==> src/rtl/random_tile_gen.sv <==
// Seedable 16-bit Galois LFSR plus a spawn FSM that picks a random empty board
// cell (rejection sampling, then a linear scan fallback) and a 2/4 tile value.
module random_tile_gen #(
  parameter int                CELLS       = 16,
  parameter int                IDX_W       = 4,
  parameter int                LFSR_W      = 16,
  parameter logic [LFSR_W-1:0] SEED        = 16'hACE1,
  parameter int                FOUR_THRESH = 2,
  parameter int                MAX_TRIES   = 32
) (
  input  logic              clk,
  input  logic              rst_n,
  input  logic              seed_load,
  input  logic [LFSR_W-1:0] seed_in,
  input  logic              req,
  input  logic [CELLS-1:0]  empty_mask,
  output logic              busy,
  output logic              done,
  output logic              valid,
  output logic [IDX_W-1:0]  cell_idx,
  output logic              tile_is4
);

  localparam int TRY_W = $clog2(MAX_TRIES + 1);
  localparam logic [LFSR_W-1:0] TAPS = 16'hB400;

  typedef enum logic [2:0] {IDLE, SAMPLE, SCAN, FULL, DONE} state_t;

  state_t              state, state_d;
  logic [LFSR_W-1:0]   lfsr, lfsr_next;
  logic [CELLS-1:0]    mask_q, mask_d;
  logic [TRY_W-1:0]    tries, tries_d;
  logic [IDX_W-1:0]    ptr, ptr_d;
  logic [IDX_W-1:0]    idx_d;
  logic                is4_d, valid_d;
  logic [IDX_W-1:0]    cand;
  logic [2**IDX_W-1:0] mask_ext;
  logic                tile4;

  assign lfsr_next = lfsr[0] ? ((lfsr >> 1) ^ TAPS) : (lfsr >> 1);
  assign cand      = lfsr[IDX_W-1:0];
  assign tile4     = {28'b0, lfsr[LFSR_W-1:LFSR_W-4]} < 32'(FOUR_THRESH);
  assign busy      = (state != IDLE);
  assign done      = (state == DONE);

  // Indices at or above CELLS read as occupied through the zero padding.
  always_comb begin
    mask_ext = '0;
    mask_ext[CELLS-1:0] = mask_q;
  end

  always_ff @(posedge clk or negedge rst_n) begin
    if (!rst_n) begin
      lfsr <= SEED;
    end else if (seed_load) begin
      lfsr <= (seed_in == '0) ? SEED : seed_in;
    end else begin
      lfsr <= lfsr_next;
    end
  end

  always_ff @(posedge clk or negedge rst_n) begin
    if (!rst_n) begin
      state    <= IDLE;
      mask_q   <= '0;
      tries    <= '0;
      ptr      <= '0;
      cell_idx <= '0;
      tile_is4 <= 1'b0;
      valid    <= 1'b0;
    end else begin
      state    <= state_d;
      mask_q   <= mask_d;
      tries    <= tries_d;
      ptr      <= ptr_d;
      cell_idx <= idx_d;
      tile_is4 <= is4_d;
      valid    <= valid_d;
    end
  end

  always_comb begin
    state_d = state;
    mask_d  = mask_q;
    tries_d = tries;
    ptr_d   = ptr;
    idx_d   = cell_idx;
    is4_d   = tile_is4;
    valid_d = valid;
    case (state)
      IDLE: begin
        if (req) begin
          mask_d  = empty_mask;
          tries_d = '0;
          state_d = (empty_mask == '0) ? FULL : SAMPLE;
        end
      end
      SAMPLE: begin
        if (mask_ext[cand]) begin
          idx_d   = cand;
          is4_d   = tile4;
          valid_d = 1'b1;
          state_d = DONE;
        end else begin
          tries_d = tries + 1'b1;
          if (tries == TRY_W'(MAX_TRIES - 1)) begin
            ptr_d   = cand;
            state_d = SCAN;
          end
        end
      end
      SCAN: begin
        if (mask_ext[ptr]) begin
          idx_d   = ptr;
          is4_d   = tile4;
          valid_d = 1'b1;
          state_d = DONE;
        end else begin
          ptr_d = (int'(ptr) + 1 >= CELLS) ? '0 : ptr + 1'b1;
        end
      end
      FULL: begin
        valid_d = 1'b0;
        state_d = DONE;
      end
      DONE:    state_d = IDLE;
      default: state_d = IDLE;
    endcase
  end

endmodule

==> config.mk <==
export PLATFORM = sky130hd
export DESIGN_NAME = random_tile_gen
export DESIGN_NICKNAME = d
export VERILOG_FILES = /design/src/rtl/random_tile_gen.sv
export SDC_FILE = /design/constraint.sdc
export NUM_CORES = 1
export LEC_CHECK = 0
export BUFFER_PORTS_ARGS = -buffer_cell sky130_fd_sc_hd__buf_2
export CAP_MARGIN = 20
export CORE_AREA = 4 4 87 89
export CTS_BUF_LIST = sky130_fd_sc_hd__clkbuf_16
export DETAILED_ROUTE_END_ITERATION = 6
export DIE_AREA = 0 0 91 93
export PLACE_DENSITY = 0.6
export SLEW_MARGIN = 20
export SYNTH_ARGS = -nofsm -noshare
export SYNTH_HDL_FRONTEND = slang
export SYNTH_SLANG_ARGS = --single-unit
==> constraint.sdc <==
create_clock -name clk -period 4.84 [get_ports clk]
set_input_delay 0.242 -clock clk [delete_from_list [all_inputs] [get_ports clk]]
set_output_delay 0.242 -clock clk [all_outputs]
set_load 0.005 [all_outputs]
Word level (Yosys, flattened, before mapping)
Index checks and enable logic that the tools add are counted.
Widths: inputs -> output; s select.

storage, ports and cells
  register bits after elaboration = 51
  word-level logic and storage cells = 71

operators by class
  add/subtract/negate cells = 3
  $lt $le $gt $ge = 4
  equal/unequal tests = 12
  multiplexer cells = 30
  bitwise gates (word level) = 1
  reductions and logical operators = 13

operators with widths
  operator             count
  $mux 16              3
  $logic_not 16->1     2
  $mux 4               6
  $pmux 4 s2           2
  $mux 3               4
  $mux 6               2
  $ne 2x2->1 const B   6
  $pmux 3 s4           1
  $pmux 6 s2           1
  $reduce_and 3->1     4
  $lt 4x5->1 const B   2
  $bmux 1 s4           2
  $add 6x1->6 const B  1
  $eq 3x2->1 const B   2
  $eq 6x5->1 const B   1
  $mux 1               6
  $reduce_bool 3->1    2
  $add 4x1->5 const B  1
  $ge 5x5->1 const B   1
  $add 4x1->4 const B  1
  $lt 4x2->1 const B   1
  $not 3->4            1
  $reduce_and 4->1     1
  $reduce_bool 2->1    2
  8 further kinds      8

Depth between registers and ports, before layout
Gate-level depths: netlist of the first run.

  word-level depth = 5
  mapped depth = 8
  gate-level depth less buffers = 7

Worst setup path before layout of the first run
OpenSTA, ideal clock, no wires.

  path kind = register to register
  start = register lfsr[0]
  end = register ptr[1]
  arrival time = 2.333 ns
  data required time = 4.715 ns
  path slack = 2.382 ns
  stages on the path, launching flop included = 7
  path buffers = 0
  period minus slack after synthesis = 2.458 ns
  cell sequence = dfstp_2 mux2_2 mux4_2 o2bb2ai_2 a2111oi_4 nor2_2 mux2_4

between the ends
  word-level cells in the longest chain between the ends = 4

RTL lines
  element                            RTL line  RTL
  start, declared                    30        logic [LFSR_W-1:0] lfsr, lfsr_next;
  start signal, assigned             56        lfsr <= (seed_in == '0) ? SEED : seed_in;
  start signal, assigned             58        lfsr <= lfsr_next;
  $bmux 1 s4                         99        if (mask_ext[cand]) begin
  $mux 1 (implied by the code)       99
  $ne 2x2->1 (no source line)        n/a
  $reduce_and 4->1 (no source line)  n/a
  end signal, assigned               75        ptr <= ptr_d;
  end, declared                      33        logic [IDX_W-1:0] ptr, ptr_d;

Every way passes these cells. The select of a mux whose other input is x is not followed.
A chain may end at the register's enable or synchronous reset.

Worst setup path after layout of the first run
Same ends and word-level chain as after synthesis.

==> flow_summary.json, run 1 <==
{
  "synth_area_leaders": "dfrtp_1 41%, mux2_2 13%, dfstp_2 8.0%",
  "synth_warnings": 0,
  "rows": 30,
  "post_cts_buffers": 0,
  "cts_tree": "done",
  "ys_types": 45,
  "drv_slew": 0,
  "dieArea_mm2": 0.008463,
  "clk_path_buf_depth": 2,
  "synth_sequential_area_ratio_pct": 48.88,
  "cp.arrival_ps": 3140,
  "root_buffer": "clkbuf_16",
  "tns_ps": 0,
  "seq_area_mm2": 0.001286,
  "critical_path.max_fanout": 14,
  "synthDominantCellAreaShare_pct": 40.89,
  "area_growth_pct": 15.83,
  "portBuffers": 43,
  "cp-end-kind": "flip-flop",
  "setup_ws_ps": 1877,
  "drive_above_1_share_pct": 40.30,
  "hold_buffers": 0,
  "clk_latency_ps": 290,
  "io_pins": 44,
  "antenna_left": 0,
  "syn_nets": 260,
  "cap_violations": 0,
  "antenna_found_initial": 0,
  "place_hpwl_um": 4041,
  "initial_utilization_pct": 38.94,
  "hold_viol": 0,
  "fill_cells": 646,
  "dieWidth_um": 91,
  "place_congestion": 0.7471,
  "crit_type": "reg2reg",
  "status": "complete, no violations",
  "cts-resized-gates": 0,
  "timing.final.crit_share_pct": 61.22,
  "vias": 1879,
  "power_density_mw_per_mm2": 281.1,
  "p_leak_uw": 0.001380,
  "viasPerCell": 5.478,
  "rsz0062_at_grt": "false",
  "routed_wl_um": 5490,
  "start_kind": "flip-flop",
  "first_iter_violations": 78,
  "grt_first_pass_wirelength_um": 9259,
  "clk_pin_slew_worst_paths_ps": 70,
  "worstPathRequired_ps": 5010,
  "fin_crit_ps": 2963,
  "maxSlewHeadroom_pct": 44.35,
  "core_area_mm2": 0.006756,
  "wl_per_cell_um": 16.01,
  "pre_cts_ws_ps": 1877,
  "clkSinkCount": 51,
  "yosys.area.top_type": "dfrtp_1",
  "worst_ir_drop_vdd_v": 0.0001293,
  "grt_max_degree": 52,
  "hold_path_class": "in2async",
  "die_height_um": 93,
  "antenna_cells": 0,
  "worst_slew_pin_slew_ps": 834.8,
  "gr-total-overflow": 0,
  "synth_area_mm2": 0.002631,
  "drc": 0,
  "finClkSkew_ps": 7.130,
  "final_cell_mix": "43 x dfrtp_1, 43 x buf_2, 31 x mux2_2",
  "avgSynthCellArea_um2": 11.85,
  "numCtsBuffers": 5,
  "fmax_mhz": 337.5,
  "setup_viol": 0,
  "grt_usage_pct": 13.54,
  "syn_inst": 222,
  "dr.pass1.iters": 4,
  "nNetsFinal": 300,
  "h-tree-depth": 2,
  "grt_pass1_vias": 1863,
  "ys_seq_elements": 51,
  "multi_input_comb_area_mm2": 0.001272
}
path summary, 6_finish.rpt:
path | start | end | slack, ps | cells after the start
min in group clk | seed_in[15] | lfsr[15]$_DFF_PN1_ | 180 | 2
min reg2reg | lfsr[12]$_DFF_PN0_ | lfsr[11]$_DFF_PN1_ | 480 | 1
max in group asynchronous | rst_n | tries[1]$_DFFE_PN0P_ | 4340 | 2
min | rst_n | mask_ext[10]$_DFFE_PN0P_ | 50 | 2
max | lfsr[0]$_DFF_PN1_ | ptr[1]$_DFFE_PN0P_ | 1880 | 6
max reg2reg | lfsr[0]$_DFF_PN1_ | ptr[1]$_DFFE_PN0P_ | 1880 | 6
Yosys cell counts, drive strengths merged:
| cell type | number |
|---|---|
| dfrtp | 43 |
| and3b | 1 |
| nand3 | 4 |
| dfstp | 8 |
| o21ai | 14 |
| a21oi | 8 |
| xnor2 | 2 |
| a31o | 1 |
| o22a | 8 |
| a2111oi | 3 |
| or3b | 1 |
| clkbuf | 8 |
| nor2 | 15 |
| inv | 4 |
| o22ai | 1 |
| nor4 | 8 |
| nand3b | 3 |
| mux2 | 33 |
| nand4 | 1 |
| xor2 | 2 |
| nor3 | 4 |
| a21o | 1 |
| o31a | 1 |
| and2 | 2 |
| mux4 | 5 |
| o31ai | 2 |
| ha | 2 |
| a221oi | 1 |
| mux2i | 9 |
| o2bb2ai | 1 |
| a31oi | 2 |
| buf | 4 |
| a2bb2oi | 1 |
| nand2 | 12 |
| o211ai | 2 |
| and3 | 2 |
| nor2b | 1 |
| nor3b | 2 |
power breakdown:
group | internal [µW] | leakage, µW | switching, µW
registers | 445 | 0.000631 | 13.7
clock network | 192 | 0.0000740 | 153
logic | 28.2 | 0.000676 | 24.8
total | 665 | 0.00138 | 192
layout make-up:
type	count	share of cell area, %
clock buffer	5	4.105
multi-input combinational	155	41.75
clock inverter	3	0.6158
sequential	51	42.20
timing repair buffer	45	7.553
inverter	4	0.4926
tap	80	3.284
flip-flops by register name, summed over array words and instances, names as in the netlist:
register	cells
cell_idx	4
tile_is4	1
tries	6
mask_ext	16
ptr	4
state	3
valid	1
lfsr	16
metal layers:
layer  GRT usage (%)  vias to the layer above  wire length [µm]
met5               0                        -                 0
met4           4.899                        0                78
met3           2.414                        6               153
met2           20.78                       27              2607
met1           19.24                      942              2650
li1                -                      904                 -
cell families after synthesis:
group                      share of synthesized area [%]
DFF                                                48.88
xor gates and xnor gates                           1.332
muxes                                              22.11
adders and majority gates                         0.9509
and+or+nand+nor                                    10.89
buffers and inverters                              2.758
AOI/OAI and AO/OA                                  13.08
worst max-delay path, cell delays in order (launching register included):
cell and delay (ps):
dfstp_2 730, mux2i_1 130, mux4_2 530, o2bb2ai_2 250
a2111oi_4 700, nor2_2 170, mux2_4 330
metrics by stage:
step	hold WS [ps]	power (µW)	utilization, %	std cells	area (µm²)
2_1_floorplan	-53.59	488.8	-	222	2631
3_3_place_gp	394.3	520.5	42.98	335	2904
3_5_place_dp	396.4	521.6	42.98	335	2904
4_1_cts	85.26	869.0	45.11	343	3048
5_1_grt	118.9	896.0	45.11	343	3048
6_report	48.57	856.8	45.11	343	3048
Note: power is estimated with default switching activity, not from simulation.
==> inputs of run 2 (changes only) <==
clock period = 2.9 ns   (was 4.84 ns; I/O delays follow)
==> run 2 against run 1 <==
Net effect:
- sequential cell count unchanged
- routed wire length about the same
- sequential power up 67%
- first-iteration DRC count up 79%
- non-clock buffer count up 4
- clock power up 89%
- die area unchanged
- via count down 0.16%
- critical endpoint unchanged
==> flow_summary.json, run 2 (synthesis results as in run 1) <==
{
  "die_height_um": 93,
  "timing.final.crit_share_pct": 90.65,
  "status": "complete, no violations",
  "initial_utilization_pct": 38.94,
  "met1_length_um": 2511,
  "io_pins": 44,
  "antenna_cells": 0,
  "cp_top_family": "multiplexers",
  "post_cts_buffers": 0,
  "worst_ir_drop_vdd_v": 0.0002085,
  "dieArea_mm2": 0.008463,
  "nNetsFinal": 304,
  "power_uw": 1510,
  "finClkSkew_ps": 9.178,
  "clk_latency_ps": 290,
  "viasPerCell": 5.406,
  "slowest_stage": "dfstp_2",
  "cap_violations": 0,
  "drc": 0,
  "h-tree-depth": 2,
  "numCtsBuffers": 5,
  "routed_wl_um": 5487,
  "grt_usage_pct": 14.05,
  "hold_path_class": "in2reg",
  "cts_tree": "done",
  "rows": 30,
  "wl_met2_um": 2725,
  "place_hpwl_um": 4131,
  "cp-end-kind": "flip-flop",
  "fmax_mhz": 380.4,
  "grt_first_pass_wirelength_um": 9535,
  "power_density_mw_per_mm2": 486.5,
  "place_congestion": 0.7624,
  "dieWidth_um": 91,
  "tns_ps": 0,
  "wl_per_cell_um": 15.81,
  "root_buffer": "clkbuf_16",
  "wl_met3_um": 153,
  "portBuffers": 43,
  "critical_path.max_fanout": 14,
  "antenna_found_initial": 0,
  "start_kind": "flip-flop",
  "worstPathRequired_ps": 3080,
  "setup_viol": 0,
  "slowest_delay_ps": 740,
  "cp.arrival_ps": 2810,
  "core_area_mm2": 0.006756,
  "rsz0062_at_grt": "false",
  "crit_type": "reg2reg",
  "grt_pass1_vias": 1958,
  "fin_crit_ps": 2629,
  "gr-total-overflow": 0,
  "antenna_left": 0,
  "p_leak_uw": 0.001408,
  "clkSinkCount": 51,
  "grt_max_degree": 31,
  "drive_above_1_share_pct": 40.45,
  "vias": 1876,
  "first_iter_violations": 140,
  "hold_viol": 0,
  "drv_slew": 0,
  "final_cell_mix": "43 x dfrtp_1, 43 x buf_2, 31 x mux2_2",
  "clk_path_buf_depth": 2,
  "dr.pass1.iters": 4,
  "topRoutingLayerUsed": "met4",
  "maxSlewHeadroom_pct": 54.63,
  "clk_pin_slew_worst_paths_ps": 70,
  "worst-path-buf-inv": 0,
  "path_cells": "mux2_2, mux4_2, o2bb2ai_2, a2111oi_4, nor2_2, mux2_4",
  "area_growth_pct": 17.93,
  "worst_slew_pin_slew_ps": 680.6
}
## run 2: stage by stage
stage	utilization, %	instances	worst slack [ps]	hold WS [ps]	area (µm²)
global route	45.93	347	179.4	82.21	3103
global placement	43.31	338	368.7	230.7	2927
CTS	45.93	347	284.9	81.77	3103
finish	45.93	347	271.1	80.31	3103
detailed placement	43.31	338	295.7	231.2	2927
floorplan	-	222	442.4	-150.6	2631
## run 2: layout make-up
cell class | instances | area, µm²
fillers | 623 | 3654
well taps | 80 | 100.1
clock inverters | 3 | 41.29
repair buffers | 49 | 262.8
multi-input cells | 155 | 1272
flip-flops and latches | 51 | 1286
inverters | 4 | 15.01
clock buffers | 5 | 125.1
## run 2: repair_timing
item,CTS,global route
hold buffers,1,0
endpoints found under the hold margin,29,0
gates resized for setup,0,0
## run 2: worst paths after layout
check	startpoint	endpoint	slack, ps	depth (start not counted)
setup / recovery	lfsr[0]$_DFF_PN1_	ptr[1]$_DFFE_PN0P_	270	6
hold / removal	seed_in[6]	lfsr[6]$_DFF_PN1_	80	2
setup reg to reg	lfsr[0]$_DFF_PN1_	ptr[1]$_DFFE_PN0P_	270	6
hold reg to reg	lfsr[12]$_DFF_PN0_	lfsr[11]$_DFF_PN1_	480	1
max in group asynchronous	rst_n	lfsr[15]$_DFF_PN1_	1680	3
min in group asynchronous	rst_n	mask_ext[10]$_DFFE_PN0P_	430	2
## run 2: power by group
group	internal, µW	leakage [µW]	total [µW]	switching [µW]
registers	743	0.000631	766	23.0
logic	48.0	0.000696	89.9	41.9
clock network	404	0.0000812	653	249
total	1200	0.00141	1510	314
## run 2: per-layer routing
layer	vias up	GRT usage [%]
met4	0	5.025
met3	9	2.977
li1	917	-
met2	26	22.56
met5	-	0
met1	924	18.83
